`src/rtl/mips_pipeline_pkg.sv`:
```
// rtl/mips_pipeline_pkg.sv - shared EX/MEM constants: ALU status bits, payload field offsets, payload width
//
// Purpose: common definitions for the EX/MEM stage and the memory stage that unpacks its payload.
// Payload layout, MSB to LSB: {exception, alu_status, alu_result, pass_through}.
package mips_pipeline_pkg;

    // ALU status bit indices
    localparam int ST_ZERO  = 0;
    localparam int ST_OVF   = 1;
    localparam int ST_CARRY = 2;
    localparam int ST_NEG   = 3;

    // Payload field offsets (LSB position of each field)
    function automatic int exmem_result_lsb(input int pass_w);
        return pass_w;
    endfunction

    function automatic int exmem_status_lsb(input int pass_w, input int word_w);
        return pass_w + word_w;
    endfunction

    function automatic int exmem_exc_bit(input int pass_w, input int word_w, input int status_w);
        return pass_w + word_w + status_w;
    endfunction

    // Total payload width: pass-through + result + status + exception bit
    function automatic int exmem_width(input int pass_w, input int word_w, input int status_w);
        return pass_w + word_w + status_w + 1;
    endfunction

endpackage

```
`src/rtl/mips_pipeline_skid.sv`:
```
// rtl/mips_pipeline_skid.sv - generic 1- or 2-entry in-order valid/ready buffer with synchronous flush
//
// Purpose: registers a W-bit payload behind a valid/ready handshake.
//   DEPTH=1: plain register; o_in_tready = !valid | i_out_tready (combinational from downstream).
//   DEPTH=2: skid buffer; o_in_tready depends only on registered occupancy.
// Ports:
//   i_clock, i_reset       clock, synchronous active-high reset
//   i_flush                drops all held entries and the current offer
//   i_in_tdata/tvalid      upstream offer; o_in_tready accept indication
//   o_out_tdata/tvalid     head entry; i_out_tready downstream consume
module mips_pipeline_skid #(
    parameter int W     = 8,
    parameter int DEPTH = 2
) (
    input  logic         i_clock,
    input  logic         i_reset,
    input  logic         i_flush,
    input  logic [W-1:0] i_in_tdata,
    input  logic         i_in_tvalid,
    output logic         o_in_tready,
    output logic [W-1:0] o_out_tdata,
    output logic         o_out_tvalid,
    input  logic         i_out_tready
);

    logic [1:0]   r_count;
    logic         r_out_valid;
    logic [W-1:0] r_head;
    logic [W-1:0] r_tail;
    logic         w_push;
    logic         w_pop;

    // Ready is forced high during reset so upstream never sees a stall while the stage is being cleared.
    generate
        if (DEPTH == 1) begin : g_plain
            assign o_in_tready = i_reset | !r_out_valid | i_out_tready;
        end else begin : g_skid
            assign o_in_tready = i_reset | (r_count != 2'd2);
        end
    endgenerate

    assign w_push       = i_in_tvalid & o_in_tready & !i_flush;
    assign w_pop        = r_out_valid & i_out_tready & !i_flush;
    assign o_out_tdata  = r_head;
    assign o_out_tvalid = r_out_valid;

    always_ff @(posedge i_clock) begin
        if (i_reset) begin
            r_count     <= 2'd0;
            r_out_valid <= 1'b0;
            r_head      <= '0;
            r_tail      <= '0;
        end else if (i_flush) begin
            r_count     <= 2'd0;
            r_out_valid <= 1'b0;
        end else begin
            case (r_count)
                2'd0: begin
                    if (w_push) begin
                        r_head      <= i_in_tdata;
                        r_count     <= 2'd1;
                        r_out_valid <= 1'b1;
                    end
                end
                2'd1: begin
                    // Simultaneous push and pop: the new entry replaces the head directly.
                    if (w_push && w_pop) begin
                        r_head <= i_in_tdata;
                    end else if (w_push) begin
                        r_tail  <= i_in_tdata;
                        r_count <= 2'd2;
                    end else if (w_pop) begin
                        r_count     <= 2'd0;
                        r_out_valid <= 1'b0;
                    end
                end
                default: begin
                    // Full: ready is low, so only a pop can happen here.
                    if (w_pop) begin
                        r_head  <= r_tail;
                        r_count <= 2'd1;
                    end
                end
            endcase
        end
    end

endmodule

```
`src/rtl/mips_pipeline_exmem_stage.sv`:
```
// rtl/mips_pipeline_exmem_stage.sv - EX/MEM pipeline stage: payload packing, trap tagging, stall counter
//
// Purpose: packs {exception, aluStatus, aluResult, pipeIn} and registers it through a
// mips_pipeline_skid buffer; counts cycles where the head entry is held by the memory stage.
// Ports:
//   clock, reset            clock, synchronous active-high reset
//   pipeIn, aluResult,
//   aluStatus, trapOnOverflow  execute-side payload inputs
//   inValid / inReady       upstream handshake
//   flush                   discard buffered entries and the current offer
//   pipeOut / outValid / outReady  memory-stage handshake
//   stallCount              saturating count of outValid & !outReady cycles
module mips_pipeline_exmem_stage
    import mips_pipeline_pkg::*;
#(
    parameter int WORD_W   = 32,
    parameter int PASS_W   = 64,
    parameter int STATUS_W = 4,
    parameter int DEPTH    = 2,
    parameter int CNT_W    = 16
) (
    input  logic                                                 clock,
    input  logic                                                 reset,
    input  logic [PASS_W-1:0]                                    pipeIn,
    input  logic [WORD_W-1:0]                                    aluResult,
    input  logic [STATUS_W-1:0]                                  aluStatus,
    input  logic                                                 trapOnOverflow,
    input  logic                                                 inValid,
    output logic                                                 inReady,
    input  logic                                                 flush,
    output logic [exmem_width(PASS_W, WORD_W, STATUS_W)-1:0]     pipeOut,
    output logic                                                 outValid,
    input  logic                                                 outReady,
    output logic [CNT_W-1:0]                                     stallCount
);

    localparam int OUT_W = exmem_width(PASS_W, WORD_W, STATUS_W);

    logic             w_exception;
    logic [OUT_W-1:0] w_packed;
    logic [CNT_W-1:0] r_stall_count;

    // Only trapping add/sub turn an overflow into an exception; the status itself is passed unchanged.
    assign w_exception = trapOnOverflow & aluStatus[ST_OVF];
    assign w_packed    = {w_exception, aluStatus, aluResult, pipeIn};

    mips_pipeline_skid #(
        .W     (OUT_W),
        .DEPTH (DEPTH)
    ) u_skid (
        .i_clock      (clock),
        .i_reset      (reset),
        .i_flush      (flush),
        .i_in_tdata   (w_packed),
        .i_in_tvalid  (inValid),
        .o_in_tready  (inReady),
        .o_out_tdata  (pipeOut),
        .o_out_tvalid (outValid),
        .i_out_tready (outReady)
    );

    // Saturating; flush deliberately leaves the count alone so it reflects total memory-side stall time.
    always_ff @(posedge clock) begin
        if (reset) begin
            r_stall_count <= '0;
        end else if (outValid && !outReady && !(&r_stall_count)) begin
            r_stall_count <= r_stall_count + {{(CNT_W-1){1'b0}}, 1'b1};
        end
    end

    assign stallCount = r_stall_count;

endmodule

```
`config.mk`:
```
export PLATFORM = sky130hd
export DESIGN_NAME = mips_pipeline_exmem_stage
export DESIGN_NICKNAME = d
export VERILOG_FILES = /design/src/rtl/mips_pipeline_pkg.sv /design/src/rtl/mips_pipeline_skid.sv /design/src/rtl/mips_pipeline_exmem_stage.sv
export SDC_FILE = /design/constraint.sdc
export NUM_CORES = 1
export LEC_CHECK = 0
export ABC_CLOCK_PERIOD_IN_PS = 2000
export BUFFER_PORTS_ARGS = -buffer_cell sky130_fd_sc_hd__buf_2
export CORE_UTILIZATION = 40
export CTS_CLUSTER_SIZE = 28
export DETAILED_ROUTE_END_ITERATION = 8
export SYNTH_ARGS = -nofsm -noshare
export SYNTH_HDL_FRONTEND = slang
export SYNTH_SLANG_ARGS = --single-unit
```
`constraint.sdc`:
```
create_clock -name clock -period 2 [get_ports clock]
set_input_delay 0.4 -clock clock [delete_from_list [all_inputs] [get_ports clock]]
set_output_delay 0.4 -clock clock [all_outputs]
set_load 0.03 [all_outputs]
```
==> results of run 1 <==
## power by group
| part | internal [mW] | switching, mW |
|---|---|---|
| clock | 2.73 | 1.78 |
| sequential | 4.58 | 0.0900 |
| combinational | 0.394 | 0.756 |
| total | 7.70 | 2.62 |
## layout by cell type (no fill, tap or decap), types with 4 or more instances in the layout
cell type                     n
sky130_fd_sc_hd__buf_2      223
sky130_fd_sc_hd__dfxtp_1    220
sky130_fd_sc_hd__nand2_1    212
sky130_fd_sc_hd__a21oi_1    116
sky130_fd_sc_hd__nor2_1     108
sky130_fd_sc_hd__mux2i_1    102
sky130_fd_sc_hd__a211oi_1   102
sky130_fd_sc_hd__clkbuf_16   25
sky130_fd_sc_hd__buf_12      12
sky130_fd_sc_hd__nand4_1      8
sky130_fd_sc_hd__nand3_1      6
sky130_fd_sc_hd__or3_1        6
sky130_fd_sc_hd__o31ai_1      6
sky130_fd_sc_hd__or4_1        6
sky130_fd_sc_hd__clkbuf_1     6
sky130_fd_sc_hd__clkinv_2     6
sky130_fd_sc_hd__clkbuf_8     5
sky130_fd_sc_hd__nor2b_1      4
sky130_fd_sc_hd__o21ai_1      4
sky130_fd_sc_hd__buf_4        4
## worst max-delay path, stage by stage, from the launching register on
cell and delay, ns:
sky130_fd_sc_hd__dfxtp_1 0.39, sky130_fd_sc_hd__ha_1 0.21, sky130_fd_sc_hd__nand4_1 0.25, sky130_fd_sc_hd__nor4_4 0.38
sky130_fd_sc_hd__nor2b_1 0.14, sky130_fd_sc_hd__mux2_1 0.32
## per-layer routing
| layer | vias to the layer above | share of wire (%) | global-route usage [%] |
|---|---|---|---|
| met4 | 2 | 2.3 | 5.45 |
| met1 | 3428 | 46 | 25.3 |
| met5 | - | 0.059 | 0 |
| met2 | 172 | 45 | 30.7 |
| li1 | 3900 | - | - |
| met3 | 37 | 6.5 | 4.79 |
## cells by family after synthesis
group	count (synthesis)
multiplexers	104
AND/OR/NAND/NOR	366
adder cells (fa/ha/maj)	1
buffers and inverters	85
flip-flops	221
AO/OA/AOI/OAI	234
## final timing paths
check	from	endpoint	slack, ns	cells after the start
max	stallCount[0]$_SDFFE_PP0P_	stallCount[0]$_SDFFE_PP0P_	0.19	5
min	aluResult[6]	u_skid.r_tail[70]$_SDFFE_PP0P_	0.13	3
max reg2reg	stallCount[0]$_SDFFE_PP0P_	stallCount[0]$_SDFFE_PP0P_	0.19	5
min reg2reg	u_skid.r_tail[27]$_SDFFE_PP0P_	u_skid.r_tail[27]$_SDFFE_PP0P_	0.45	2
## cell type report
cell class / instances / area share [%]
Sequential cell: 221 / 40.2
Multi-Input combinational cell: 705 / 36.6
Timing Repair Buffer: 240 / 12.7
Clock buffer: 36 / 6.50
Tap cell: 275 / 3.12
Clock inverter: 8 / 0.817
Antenna cell: 3 / 0.0681
Inverter: 1 / 0.0340
## stage by stage
stage	total power, mW	setup slack (ns)	cells
global route	10.8	0.0805	1486
CTS	10.5	0.179	1486
detailed placement	5.93	0.147	1442
finish	10.3	0.192	1489
global placement	5.92	0.142	1442
floorplan	5.50	0.131	1011
## registers in the layout, indices dropped and copies added (netlist names)
| register | flops |
|---|---|
| stallCount | 16 |
| u_skid.o_out_tdata | 101 |
| u_skid.o_out_tvalid | 1 |
| u_skid.r_count | 2 |
| u_skid.r_tail | 101 |
==> flow_metrics.py, run 1 <==
metrics = {
    "layout": {
        "finish.utilization_pct": 51.8,
        "finalNetCount": 1300,
        "post_route_cells_drive_above_1_share_pct": 23.4,
        "multi_input_comb_area_mm2": 0.00404,
        "area_growth_syn_to_layout_pct": 25.0,
        "final_area_mm2": 0.0110,
        "register_area_mm2": 0.00443,
        "fill_cells": 2065,
    },
    "run_status": {
        "status": "finished clean",
    },
    "cts": {
        "cts.repair_timing.setup_buffer_count": 0,
        "h-tree-depth": 1,
        "cts_root_buf": "sky130_fd_sc_hd__clkbuf_16",
        "cts_tree": "done",
        "hold_buffers": 0,
        "numClockSinks": 221,
        "clock_tree.buffer_depth": 3,
        "cts.reportedPaths.clkPinSlew_ns": 0.06,
        "cts_resized": 0,
        "clock_buffers_created_by_tritoncts": 24,
        "skew_pair_late_insertion_delay_ns": 0.51,
    },
    "synth": {
        "postSynth.asyncResetShare_pct": 0,
        "synth_mux_area_share_pct": 11.8,
        "postSynth.topFlopCell": "sky130_fd_sc_hd__dfxtp_1",
        "netlist_top_cells_count": "sky130_fd_sc_hd__dfxtp_1, sky130_fd_sc_hd__nand2_1, sky130_fd_sc_hd__a21oi_1, sky130_fd_sc_hd__nor2_1",
        "synth-xor-area-share_pct": 0,
        "synth.avg_cell_area_um2": 8.72,
        "seq_area_frac_synth_pct": 50.2,
        "synth_top_family_by_area": "simple AND/OR/NAND/NOR gates",
        "synth_area_leaders": "sky130_fd_sc_hd__dfxtp_1, sky130_fd_sc_hd__mux2i_1, sky130_fd_sc_hd__nand2_1",
        "synth.yosys.warnings": 0,
        "synth_top_area_cell": "sky130_fd_sc_hd__dfxtp_1",
        "synth_edf_count": 0,
        "synthesis.nets": 1118,
        "synth_largest_type_area_fraction_pct": 50.2,
        "simple_gate_share_of_the_synthesized_area_pct": 17.2,
        "adder_cell_share_of_the_synthesized_area_pct": 0.142,
        "synth-compound-area-share_pct": 16.5,
        "synth.ff_latch_count": 221,
        "post_synth_inst_count": 1011,
        "yosys.cell_count.top_type": "sky130_fd_sc_hd__dfxtp_1",
        "ys_types": 35,
        "syn-cell-area_mm2": 0.00882,
    },
    "grt": {
        "grt_util_all_layers_pct": 19.1,
        "first_global_vias": 6867,
        "grt_antenna_before_repair": 2,
        "grt_max_degree": 102,
        "grt.overflow.total": 0,
        "global_route_wire_length_before_repair_um": 35300,
    },
    "detailed_routing": {
        "drt-total-wl_um": 22000,
        "routedWlPerCell_um": 14.8,
        "drt_first_iter_violations": 288,
        "firstDrtPassIters": 4,
        "vias": 7539,
        "drt_drc_violations_left": 0,
        "viasPerCell": 5.06,
        "drtAntennaViolNets": 0,
    },
    "timing": {
        "fin_crit_ns": 1.81,
        "drv_slew": 0,
        "final.setup_skew_ns": 0.00662,
        "timing_hold_violations_final": 0,
        "setup_viol": 0,
        "final.period_utilization_pct": 90.4,
        "timing.slew.headroom_pct": 48.9,
        "timing.setup.tns_ns": 0,
        "worst_slew_pin_slew_ns": 0.767,
        "final.hold.worst_slack_ns": 0.133,
        "clock.fmax_mhz": 553,
        "grt_setup_unrepaired": "false",
    },
    "worst_setup_path": {
        "start_kind": "flip-flop",
        "critical_path_arrival_ns": 2.20,
        "timing.critical_path.to_type": "flip-flop",
        "critPathMaxFanout": 5,
        "worst_path_required_time_ns": 2.39,
        "timing_worst_setup_path_type": "flip-flop to flip-flop",
    },
    "power": {
        "total_leakage_power_nw": 4.15,
        "p_per_area_mw_per_mm2": 937,
        "peakVddDrop_uv": 576,
    },
    "min_path": {
        "hp-class": "input port to flip-flop",
    },
    "floorplanning": {
        "placeable_core_region_mm2": 0.0213,
        "die-height_um": 150,
        "rows": 53,
        "chipWidth_um": 150,
        "floorplan.initialDensity_pct": 41.4,
        "design.die.area_mm2": 0.0226,
        "ioPinCount": 225,
    },
    "placement": {
        "post-dp-hpwl_um": 13600,
        "buffer_ports.inserted": 224,
        "globalplace.congestion": 0.759,
        "placement.cell_area_mm2": 0.0102,
    },
    "flow_run": {
        "drv.max_cap_violation_count": 0,
    },
}
Note: power is estimated with default switching activity, not from simulation.
==> run 2: changes to the inputs <==
--- a/config.mk
+++ b/config.mk
@@ -8,4 +8,5 @@
 export ABC_CLOCK_PERIOD_IN_PS = 2000
 export BUFFER_PORTS_ARGS = -buffer_cell sky130_fd_sc_hd__buf_2
+export CAP_MARGIN = 5
 export CORE_UTILIZATION = 40
 export CTS_CLUSTER_SIZE = 28
==> constraint.sdc (replaced) <==
create_clock -name clock -period 2 [get_ports clock]
set_input_delay 0.5 -clock clock [delete_from_list [all_inputs] [get_ports clock]]
set_output_delay 0.5 -clock clock [all_outputs]
set_load 0.03 [all_outputs]
==> flow_metrics.py, run 2 (synthesized netlist as in run 1, its figures left out) <==
metrics = {
    "worst_setup_path": {
        "gate_family_responsible_for_the_most_delay_along_the_worst_path": "flip-flops",
        "timing_worst_setup_path_type": "flip-flop to output port",
        "critical_path_cell_list": "nor2_1 > nand2_1 > buf_2",
        "timing.critical_path.to_type": "output port",
        "worst_path_required_time_ns": 1.50,
        "critical_path.slowest_cell": "sky130_fd_sc_hd__dfxtp_1",
        "crit_buf_inv": 1,
        "start_kind": "flip-flop",
        "critPathMaxFanout": 7,
        "worst_path_largest_cell_delay_ns": 0.43,
        "critical_path_arrival_ns": 1.30,
    },
    "detailed_routing": {
        "drt-met1-wl_um": 10100,
        "drt-total-wl_um": 21900,
        "highest-signal-layer": "met5",
        "vias": 7573,
        "viasPerCell": 5.05,
        "drtAntennaViolNets": 0,
        "drt_first_iter_violations": 286,
        "firstDrtPassIters": 4,
        "routedWlPerCell_um": 14.6,
        "met3RoutedLength_um": 1600,
        "drt_drc_violations_left": 0,
        "route.met2.wl_um": 9790,
    },
    "timing": {
        "setup_viol": 0,
        "clock.fmax_mhz": 554,
        "worst_slew_pin_slew_ns": 0.803,
        "fin_crit_ns": 1.80,
        "grt_setup_unrepaired": "false",
        "final.period_utilization_pct": 90.2,
        "timing.setup.tns_ns": 0,
        "timing_hold_violations_final": 0,
        "timing.slew.headroom_pct": 46.4,
        "drv_slew": 0,
        "final.setup_skew_ns": 0.0144,
    },
    "layout": {
        "area_growth_syn_to_layout_pct": 25.9,
        "layout.cells.most_common_list": "sky130_fd_sc_hd__buf_2, sky130_fd_sc_hd__dfxtp_1, sky130_fd_sc_hd__nand2_1",
        "post_route_cells_drive_above_1_share_pct": 24.1,
        "fill_cells": 2024,
        "final_area_mm2": 0.0111,
        "fin_cells": 1500,
        "finalNetCount": 1312,
        "finish.utilization_pct": 52.2,
        "final_common_cell": "sky130_fd_sc_hd__buf_2",
    },
    "cts": {
        "cts_tree": "done",
        "clock_buffers_created_by_tritoncts": 25,
        "cts.reportedPaths.clkPinSlew_ns": 0.06,
        "skew_pair_late_insertion_delay_ns": 0.52,
        "cts.repair_timing.setup_buffer_count": 0,
        "clock_tree.buffer_depth": 3,
        "cts_resized": 0,
        "h-tree-depth": 1,
        "hold_buffers": 0,
        "numClockSinks": 221,
        "cts_root_buf": "sky130_fd_sc_hd__clkbuf_16",
    },
    "grt": {
        "grt.overflow.total": 0,
        "grt_antenna_before_repair": 3,
        "grt_util_all_layers_pct": 18.9,
        "global_route_wire_length_before_repair_um": 34700,
        "grt_max_degree": 117,
        "first_global_vias": 6798,
    },
    "placement": {
        "buffer_ports.inserted": 224,
        "globalplace.congestion": 0.753,
        "placement.cell_area_mm2": 0.0103,
        "dp_cells": 1453,
        "post-dp-hpwl_um": 13900,
    },
    "floorplanning": {
        "floorplan.initialDensity_pct": 41.4,
        "placeable_core_region_mm2": 0.0213,
        "die-height_um": 150,
        "ioPinCount": 225,
        "design.die.area_mm2": 0.0226,
        "rows": 53,
        "chipWidth_um": 150,
    },
    "power": {
        "peakVddDrop_uv": 573,
        "total_leakage_power_nw": 4.20,
        "p_per_area_mw_per_mm2": 924,
    },
    "run_status": {
        "status": "finished clean",
    },
    "min_path": {
        "hp-class": "input port to flip-flop",
    },
    "flow_run": {
        "drv.max_cap_violation_count": 0,
    },
}
## run 2: cell type report
cell class | count | area [µm²] | share of cell area (%)
antenna | 2 | 5.00 | 0.0451
clock buffer | 40 | 772 | 6.95
clock inverter | 5 | 35.0 | 0.315
inverter | 1 | 3.75 | 0.0338
multi-input combinational | 705 | 4040 | 36.4
sequential | 221 | 4430 | 39.9
tap | 275 | 344 | 3.10
timing repair buffer | 251 | 1480 | 13.3
## run 2: worst reg2reg max path, delay by kind of cell, from the launching register on
| kind | cells | cell delay [ns] |
|---|---|---|
| AOI/OAI and AO/OA | 2 | 0.39 |
| buffers and inverters | 1 | 0.37 |
| DFF | 1 | 0.45 |
| and+or+nand+nor | 2 | 0.41 |
## run 2: path summary, 6_finish.rpt
path | slack (ns) | to | startpoint | depth (start not counted)
min | 0.19 | u_skid.r_tail[49]$_SDFFE_PP0P_ | reset | 2
max reg2reg | 0.30 | u_skid.o_out_tdata[91]$_SDFFE_PP0P_ | u_skid.o_out_tvalid$_SDFFE_PP0P_ | 5
max | 0.20 | inReady | u_skid.r_count[0]$_SDFFE_PP0P_ | 3
min reg2reg | 0.45 | u_skid.r_tail[5]$_SDFFE_PP0P_ | u_skid.r_tail[5]$_SDFFE_PP0P_ | 2
## run 2: metrics by stage
stage	power, mW	hold slack, ns	setup slack, ns
after floorplan	5.50	0.436	0.0135
after global placement	5.92	0.441	0.136
after detailed placement	5.93	0.446	0.113
after CTS	10.4	0.168	0.177
after global routing	10.7	0.180	0.0963
final	10.3	0.187	0.195
## run 2: metal layers
metal,track usage [%],vias to the layer above
met5,0,-
met4,4.80,4
met3,5.61,41
met2,30.1,174
met1,24.8,3418
li1,-,3936
## run 2: where the power goes
group	switching [mW]	leakage, nW	total [mW]	internal, mW
sequential	0.0938	1.80	4.68	4.58
combinational	0.751	2.00	1.15	0.396
clock	1.80	0.397	4.43	2.64
total	2.64	4.20	10.3	7.62
==> run 3: changes to the inputs <==
Settings changed: PLACE_DENSITY_LB_ADDON from default to 0.12, SKIP_CTS_REPAIR_TIMING from default to 1.
==> flow_metrics.py, run 3 (synthesized netlist as in run 1, its figures left out) <==
metrics = {
    "timing": {
        "fin_crit_ns": 1.81,
        "drv_slew": 0,
        "timing.setup.tns_ns": 0,
        "grt_setup_unrepaired": "false",
        "final.setup_skew_ns": 0.00792,
        "timing_hold_violations_final": 0,
        "clock.fmax_mhz": 553,
        "setup_viol": 0,
        "timing.slew.headroom_pct": 54.3,
        "layout_setup_ws_ns": 0.191,
        "worst_slew_pin_slew_ns": 0.686,
        "final.hold.worst_slack_ns": 0.230,
        "final.period_utilization_pct": 90.4,
    },
    "detailed_routing": {
        "drtAntennaViolNets": 0,
        "drt_first_iter_violations": 375,
        "viasPerCell": 5.04,
        "drt_drc_violations_left": 0,
        "drt-total-wl_um": 22000,
        "routedWlPerCell_um": 14.7,
        "vias": 7536,
        "firstDrtPassIters": 5,
    },
    "floorplanning": {
        "chipWidth_um": 150,
        "rows": 53,
        "floorplan.initialDensity_pct": 41.4,
        "placeable_core_region_mm2": 0.0213,
        "die-height_um": 150,
        "ioPinCount": 225,
        "design.die.area_mm2": 0.0226,
    },
    "worst_setup_path": {
        "timing.critical_path.to_type": "output port",
        "timing_worst_setup_path_type": "flip-flop to output port",
        "critPathMaxFanout": 7,
        "worst_path_required_time_ns": 1.50,
        "critical_path_arrival_ns": 1.31,
        "start_kind": "flip-flop",
    },
    "layout": {
        "register_area_mm2": 0.00443,
        "post_route_cells_drive_above_1_share_pct": 24.2,
        "area_growth_syn_to_layout_pct": 25.9,
        "finalNetCount": 1310,
        "antenna_cells": 0,
        "final_common_cell": "sky130_fd_sc_hd__buf_2",
        "multi_input_comb_area_mm2": 0.00404,
        "layout.cells.most_common_list": "sky130_fd_sc_hd__buf_2, sky130_fd_sc_hd__dfxtp_1, sky130_fd_sc_hd__nand2_1",
        "fill_cells": 2095,
    },
    "run_status": {
        "status": "finished clean",
    },
    "grt": {
        "grtUsageMet2_pct": 31.2,
        "grt_max_degree": 120,
        "grt.overflow.total": 0,
        "grt_util_all_layers_pct": 19.0,
        "first_global_vias": 6835,
        "grt_most_used_layer": "met2",
        "grtUsageMet3_pct": 5.30,
        "use_met1_pct": 24.3,
        "global_route_wire_length_before_repair_um": 34900,
        "grt_antenna_before_repair": 2,
    },
    "cts": {
        "skew_pair_late_insertion_delay_ns": 0.51,
        "h-tree-depth": 1,
        "cts.reportedPaths.clkPinSlew_ns": 0.06,
        "clock_tree.buffer_depth": 3,
        "cts_tree": "done",
        "clock_buffers_created_by_tritoncts": 25,
        "cts_root_buf": "sky130_fd_sc_hd__clkbuf_16",
        "numClockSinks": 221,
    },
    "power": {
        "p_per_area_mw_per_mm2": 931,
        "sw_ratio_pct": 25.3,
        "pwr-share-clk_pct": 43.6,
        "power.sequential.fraction_pct": 45.3,
        "comb_power_share_pct": 11.1,
        "intPower_mw": 7.73,
        "total_leakage_power_nw": 4.21,
        "p_sw_mw": 2.61,
        "peakVddDrop_uv": 608,
    },
    "flow_run": {
        "drv.max_cap_violation_count": 0,
    },
    "min_path": {
        "hp-class": "input port to flip-flop",
    },
    "placement": {
        "dp_slack_ns": 0.0941,
        "buffer_ports.inserted": 224,
        "post-dp-hpwl_um": 13800,
        "globalplace.congestion": 0.718,
    },
}
## run 3: cell types whose count changed in the layout (fill, tap and decap cells not counted), sizes merged
| cell | previous run | this run |
|---|---|---|
| clkinvlp | 1 | 0 |
| bufinv | 0 | 1 |
| diode | 2 | 0 |
| buf | 251 | 249 |
| inv | 3 | 2 |
| clkinv | 2 | 5 |
| clkbuf | 40 | 37 |
## run 3: final cells by class
class                   instances  area share, %
clock buffers                  37           6.85
clock inverters                 7          0.608
inverters                       1         0.0338
multi-input cells             705           36.4
flip-flops and latches        221           39.9
well taps                     275           3.10
repair buffers                249           13.2
## run 3: per-stage QoR
step	cell area, µm²	utilization (%)	std cells	total power, mW
floorplan	8820	-	1011	5.50
global placement	10300	48.3	1451	5.92
detailed placement	10300	48.3	1451	5.93
CTS	11100	52.2	1495	10.5
global route	11100	52.2	1495	10.8
finish	11100	52.2	1495	10.3
## run 3: worst paths after layout
| check | start | endpoint | slack (ns) | depth (start not counted) |
|---|---|---|---|---|
| setup / recovery | u_skid.r_count[0]$_SDFFE_PP0P_ | inReady | 0.19 | 3 |
| hold / removal | pipeIn[18] | u_skid.r_tail[18]$_SDFFE_PP0P_ | 0.23 | 3 |
| setup reg to reg | u_skid.o_out_tvalid$_SDFFE_PP0P_ | u_skid.o_out_tdata[28]$_SDFFE_PP0P_ | 0.26 | 6 |
| hold reg to reg | u_skid.r_tail[71]$_SDFFE_PP0P_ | u_skid.r_tail[71]$_SDFFE_PP0P_ | 0.45 | 2 |
## run 3: critical path, stage by stage, from the launching register on
cell	delay, ns
sky130_fd_sc_hd__dfxtp_1	0.45
sky130_fd_sc_hd__nor2_1	0.08
sky130_fd_sc_hd__nand2_1	0.08
sky130_fd_sc_hd__buf_2	0.19
## run 3: power groups by stage
stage	logic, mW	clock network, mW	registers [mW]
finish	1.15	4.51	4.68
global route	1.26	4.81	4.70
CTS	1.16	4.66	4.68
detailed placement	1.16	0	4.78
global placement	1.15	0	4.77
floorplan	0.442	0	5.06
## run 3: per-layer routing
| layer | up-vias | part of all wire (%) |
|---|---|---|
| met5 | - | 0.12 |
| met1 | 3426 | 45 |
| met3 | 32 | 6.3 |
| met4 | 4 | 2.4 |
| met2 | 172 | 46 |
| li1 | 3902 | - |
